--- src/rtl/sum_word_packer.sv ---
`default_nettype none
// ============================================================================
// Module   : sum_word_packer
// Brief    : Packs a byte stream into 32-bit little-endian words, buffers
//            them in a small synchronous FIFO with a frame-last marker, and
//            drains them over a valid/ready stream. A sticky flag records
//            words lost to a full FIFO.
// Revision : 1.0 - initial release
// ============================================================================
module sum_word_packer #(
  parameter int DEPTH       = 8,
  parameter int FRAME_WORDS = 64
) (
  input  logic                     clk,
  input  logic                     rst,
  input  logic                     in_valid,
  input  logic [7:0]               in_data,
  output logic                     out_valid,
  input  logic                     out_ready,
  output logic [31:0]              out_data,
  output logic                     out_last,
  output logic [$clog2(DEPTH):0]   level,
  output logic                     overflow
);

  localparam int c_PTR_W = $clog2(DEPTH);
  localparam int c_LVL_W = c_PTR_W + 1;
  localparam int c_WC_W  = (FRAME_WORDS > 1) ? $clog2(FRAME_WORDS) : 1;

  // Packing state
  logic [1:0]          r_lane;
  logic [23:0]         r_stage;
  logic [c_WC_W-1:0]   r_wcnt;

  // FIFO state: each entry is {last, word}
  logic [32:0]         r_mem [DEPTH];
  logic [c_PTR_W-1:0]  r_wptr;
  logic [c_PTR_W-1:0]  r_rptr;
  logic [c_LVL_W-1:0]  r_level;
  logic                r_overflow;

  logic                w_complete;
  logic                w_pop;
  logic                w_push;
  logic                w_not_full;
  logic                w_last_word;
  logic [31:0]         w_word;
  logic [32:0]         w_head;

  // Word completion, push/pop qualification and head selection
  always_comb begin
    w_complete  = in_valid && (r_lane == 2'd3);
    w_not_full  = (r_level < c_LVL_W'(DEPTH));
    w_pop       = (r_level != '0) && out_ready;
    // A pop on the same edge frees the slot, so a full FIFO can still accept.
    w_push      = w_complete && (w_not_full || w_pop);
    w_last_word = (r_wcnt == c_WC_W'(FRAME_WORDS - 1));
    w_word      = {in_data, r_stage[23:16], r_stage[15:8], r_stage[7:0]};
    w_head      = r_mem[r_rptr];
  end

  // Lane counter, staging register and frame word counter
  always_ff @(posedge clk) begin
    if (rst) begin
      r_lane  <= 2'd0;
      r_stage <= 24'd0;
      r_wcnt  <= '0;
    end else if (in_valid) begin
      r_lane <= r_lane + 2'd1;
      case (r_lane)
        2'd0:    r_stage[7:0]   <= in_data;
        2'd1:    r_stage[15:8]  <= in_data;
        2'd2:    r_stage[23:16] <= in_data;
        default: r_stage        <= r_stage;
      endcase
      // Counts dropped words too, so frames stay aligned after an overflow.
      if (r_lane == 2'd3) begin
        r_wcnt <= w_last_word ? '0 : r_wcnt + c_WC_W'(1);
      end
    end
  end

  // FIFO storage write port (contents need no reset; level gates the output)
  always_ff @(posedge clk) begin
    if (w_push) begin
      r_mem[r_wptr] <= {w_last_word, w_word};
    end
  end

  // FIFO pointers, occupancy counter and sticky overflow
  always_ff @(posedge clk) begin
    if (rst) begin
      r_wptr     <= '0;
      r_rptr     <= '0;
      r_level    <= '0;
      r_overflow <= 1'b0;
    end else begin
      if (w_push) begin
        r_wptr <= r_wptr + c_PTR_W'(1);
      end
      if (w_pop) begin
        r_rptr <= r_rptr + c_PTR_W'(1);
      end
      if (w_push && !w_pop) begin
        r_level <= r_level + c_LVL_W'(1);
      end else if (w_pop && !w_push) begin
        r_level <= r_level - c_LVL_W'(1);
      end
      if (w_complete && !w_push) begin
        r_overflow <= 1'b1;
      end
    end
  end

  // Output stream: head entry when non-empty, zero otherwise
  always_comb begin
    out_valid = (r_level != '0);
    out_data  = out_valid ? w_head[31:0] : 32'd0;
    out_last  = out_valid ? w_head[32]   : 1'b0;
    level     = r_level;
    overflow  = r_overflow;
  end

endmodule
`default_nettype wire
--- config.mk ---
export PLATFORM = sky130hd
export DESIGN_NAME = sum_word_packer
export DESIGN_NICKNAME = d
export VERILOG_FILES = /design/src/rtl/sum_word_packer.sv
export SDC_FILE = /design/constraint.sdc
export NUM_CORES = 1
export LEC_CHECK = 0
export BUFFER_PORTS_ARGS = -buffer_cell sky130_fd_sc_hd__buf_4
export CORE_MARGIN = 5
export CORE_UTILIZATION = 55
export DETAILED_ROUTE_END_ITERATION = 6
export GPL_ROUTABILITY_DRIVEN = 0
export PLACE_DENSITY_LB_ADDON = 0.1
export SLEW_MARGIN = 20
export SYNTH_ARGS = -nofsm -noshare
export SYNTH_HDL_FRONTEND = slang
export SYNTH_SLANG_ARGS = --single-unit
--- constraint.sdc ---
create_clock -name clk -period 5.28 [get_ports clk]
set_input_delay 1.056 -clock clk [delete_from_list [all_inputs] [get_ports clk]]
set_output_delay 1.056 -clock clk [all_outputs]
set_load 0.05 [all_outputs]
; Word-level counts from Yosys, hierarchy flattened
; Memories as Yosys holds them, arrays and structs flattened. A register that Yosys moved wholly into a read port is not among the register bits.
; Cells that the tools add are included.
[word_totals]
reg_bits = 43
latch_bits = 0
mem_bits_rw = 264
romBits = 0
inputBits = 12
output_inout_bits = 39
word_cells = 46
memories = 1
[mem_list]
columns = memory, words, width, read_ports, rd_clocked_by_memory_dff, wr, line
row1 = r_mem, 8, 33, 1, 1, 1, 36  ; logic [32:0] r_mem [DEPTH];
[op_classes]
add_sub_neg = 6
mul = 0
n_div = 0
magnitude_cmp = 1
n_eq_ne = 4
n_shift = 0
n_mux = 9
n_bitwise = 0
n_reduce_logical = 16
[op_table]
columns = cell, n
row1 = 32-bit 2-to-1 mux, 1
row2 = 4-bit 2-to-1 mux, 2
row3 = 2-bit AND reduction, 4
row4 = "3-bit by 1-bit adder with 3-bit output, second input constant", 2
row5 = "6-bit by 1-bit adder with 6-bit output, second input constant", 1
row6 = "6-bit equality test, second input constant", 1
row7 = 1-bit logical AND, 6
row8 = 3-bit 2-to-1 mux, 2
row9 = 6-bit 2-to-1 mux, 1
row10 = "4-bit by 1-bit adder with 4-bit output, second input constant", 1
row11 = "2-bit equality test, second input constant", 2
row12 = "4-bit less-than comparator, second input constant", 1
row13 = 4-bit nonzero test, 1
row14 = "4-bit by 1-bit subtractor with 4-bit output, second input constant", 1
row15 = 1-bit 2-to-1 mux, 3
row16 = "2-bit by 1-bit adder with 2-bit output, second input constant", 1
row17 = "2-bit by 1-bit equality test with 1-bit output, second input constant", 1
row18 = 1-bit logical NOT, 2
row19 = 2-bit logical NOT, 1
row20 = 2-bit nonzero test, 1
row21 = 1-bit logical OR, 1

; Logic depth before layout (Yosys ltp)
[depth]
ltp_word = 8
depth_mapped = 12

; Worst setup path after synthesis
; OpenSTA, ideal clock, no wires.
[synth_path]
path_kind = input to register
from = input port in_valid
to = memory r_mem[0][0] (enable)
setup_ns = 0.506
arrival_time_ns = 4.615
t_required_ns = 4.774
path_slack_ns = 0.159
cell_stages = 4
n_path_buf = 1
cell_sequence = and2_1 -> buf_2 -> nand2_1 -> nor4_1
[synth_via]
elab_chain_cells = 4
[synth_lines]
columns = element, line
row1 = start: declaration, 16  ; input logic in_valid,
row2 = 1-bit logical AND, 52  ; w_complete = in_valid && (r_lane == 2'd3);
row3 = 1-bit logical AND, 56  ; w_push = w_complete && (w_not_full || w_pop);
row4 = 1-bit 2-to-1 mux, 85  ; if (w_push) begin
row5 = 1-bit 2-to-1 mux (implied by the code), 86  ; r_mem[r_wptr] <= {w_last_word, w_word};
row6 = end: declaration, 36
; No other way between the ends.

==> out/summary.txt <==
layout overhead on the synthesized area -> 15.7%
Final Skew -> 28.4 ps
Core Area -> 0.0216 mm2
Seq cells post-synth -> 310
max capacitance violation total -> 0
WP data arrival -> 2750 ps
total gr overflow -> 0
sequential fraction of the synthesis area -> 0.740
Antenna Violating Nets Remaining -> 0
Slew headroom -> 0.276
Lkg Pwr -> 4.44 nW
Worst-path clk slew -> 60 ps
Placement Cell Area -> 0.0127 mm2
Slew @ Worst Pin -> 1080 ps
Syn. warnings -> 0
share of cells above drive strength 1 -> 0.263
Worst Hold Margin -> 476 ps
Rows -> 54
pin count of the biggest net entering global routing -> 46
Setup TNS Final -> 0 ps
routed wire length per instance -> 21.5 um
CTS tree -> yes
post-synthesis cell area -> 0.0120 mm2
Max Slew Vio Count -> 0
Final Hold Fails -> 0
DRC -> 0
initial antenna violation count -> 0
Detailed Place HPWL -> 13200 um
worst min path class -> register to register
vias in the first global route -> 6254
later-pin clock latency in the skew report -> 560 ps
syn avg cell area -> 18.5 um2
Final setup viols -> 0
crit end category -> output port
final wirelength -> 21800 um
period utilisation layout -> 0.720
diode count -> 0
Net Count, Synth -> 670
RSZ-0062 raised after global routing -> no
vias after detailed routing -> 5843
Worst Setup Start Kind -> register
Worst EP required -> 4220 ps
status -> complete, no violations
Final Core Density -> 0.640
Die W -> 157 um
final instance area -> 0.0138 mm2
CTS resizes -> 0
total track usage -> 0.183
Die H -> 157 um
starting DRC count in detailed routing -> 264
Worst Hold Depth -> 2
Pre-Repair DR Iteration Count -> 5
Num CTS Buffers -> 30
CTS Hold Bufs -> 0
clk sinks -> 310
setup bufs post-CTS -> 0
Unique masters post-synth -> 33
Max Freq -> 0.263 GHz
Root Buffer Master -> clkbuf_16
H-tree levels -> 1
starting density of the core -> 0.553
worst reg-to-reg path cell count -> 11
PortBufs -> 50
Min Clock Period, post-route -> 3800 ps
Max FO, Critical Path -> 34
Syn Inst Count -> 647
CTS Buffer Depth -> 3
die area -> 0.0248 mm2
Ports -> 51
Via density -> 5.76
first-pass GRT wire length -> 35100 um
PD cells -> 481 mW/mm2
critical path type -> register to output port
layout net count -> 734
Max rail drop VDD -> 0.445 mV
-- registers in the layout (all words and copies together), names as in the netlist, named ones only --
| register | count |
|---|---|
| r_rptr | 3 |
| r_wptr | 3 |
| r_lane | 2 |
| r_mem | 264 |
| r_stage | 24 |
| overflow | 1 |
| r_wcnt | 6 |
| level | 4 |
-- synthesized netlist by cell type --
cell | number | area share
nor3_1 | 5 | 0.0021
mux4_1 | 3 | 0.0066
dfxtp_1 | 46 | 0.077
nand2_1 | 40 | 0.013
a221oi_1 | 1 | 0.00073
nor2b_1 | 2 | 0.0010
clkbuf_1 | 17 | 0.0053
a21oi_1 | 31 | 0.013
ha_1 | 10 | 0.010
nand3_1 | 30 | 0.013
nand2b_1 | 3 | 0.0016
nor2_1 | 53 | 0.017
xor2_1 | 6 | 0.0044
o21ai_0 | 1 | 0.00042
a211oi_1 | 2 | 0.0013
inv_1 | 3 | 0.00094
mux2i_1 | 35 | 0.029
edfxtp_1 | 264 | 0.66
or3_1 | 2 | 0.0010
mux4_2 | 63 | 0.12
a31oi_1 | 1 | 0.00052
nor4_1 | 1 | 0.00052
nor4_4 | 1 | 0.0018
buf_2 | 12 | 0.0050
nand4_1 | 1 | 0.00052
inv_2 | 2 | 0.00063
buf_8 | 3 | 0.0038
fa_1 | 1 | 0.0017
buf_12 | 1 | 0.0017
and2_1 | 1 | 0.00052
xnor2_1 | 4 | 0.0029
buf_6 | 1 | 0.00094
mux2_1 | 1 | 0.00094
-- metrics by stage --
step	setup WS, ps	power (mW)	cells
CTS	1370	6.74	1013
floorplan	159	3.98	647
global placement	1720	4.40	957
finish	1480	6.66	1015
global route	1240	6.93	1015
detailed placement	1600	4.42	957
-- where the power goes --
part / switching (mW) / leakage (nW) / internal [mW]
clock network: 0.870 / 0.551 / 1.45
logic: 1.00 / 1.13 / 0.543
registers: 0.111 / 2.76 / 2.68
total: 1.98 / 4.44 / 4.67
-- cells by family after synthesis --
family,share of synthesized area
DFF,0.740
and+or+nand+nor,0.0509
muxes,0.155
buffers and inverters,0.0183
AOI/OAI and AO/OA,0.0159
adders and majority gates,0.0121
xor gates and xnor gates,0.00732
-- layout by cell type (no fill, tap or decap), drive strengths merged, types with 2 or more instances in the layout --
cell type,Yosys,routed
ha,10,10
mux4,66,66
edfxtp,264,264
nor3,5,5
dfxtp,46,46
xor2,6,6
nand2b,3,3
clkbuf,17,44
or3,2,2
xnor2,4,4
nand3,30,30
mux2i,35,35
nand2,40,40
clkinv,0,7
a21oi,31,31
a211oi,2,2
nor2,53,53
inv,5,5
nor4,2,2
nor2b,2,2
buf,17,66
bufinv,0,5
-- critical path: stages (launching register included) --
cell	delay, ps
dfxtp_4	810
buf_12	350
mux4_2	580
mux2i_1	170
nor2_1	60
buf_4	200
-- routing by layer --
layer	vias to the layer above	global-route usage	share of wire
li1	2677	-	-
met4	0	0.0389	0.014
met3	24	0.0245	0.034
met5	-	0	0
met1	3033	0.252	0.44
met2	109	0.320	0.51
-- layout make-up --
cell class	count	area, um2
Sequential cell	310	8850
Clock buffer	44	917
Multi-Input combinational cell	298	2940
Fill cell	1540	7780
Inverter	5	18.8
Clock inverter	12	200
Tap cell	280	350
Timing Repair Buffer	66	561
-- final timing paths --
check / startpoint / end / slack [ps]
hold / removal: overflow / overflow / 480
setup reg to reg: r_lane[0] / level[3] / 2290
setup / recovery: register / out_data[14] / 1480
hold reg to reg: overflow / overflow / 480
Power figures use the tool's default switching activity.
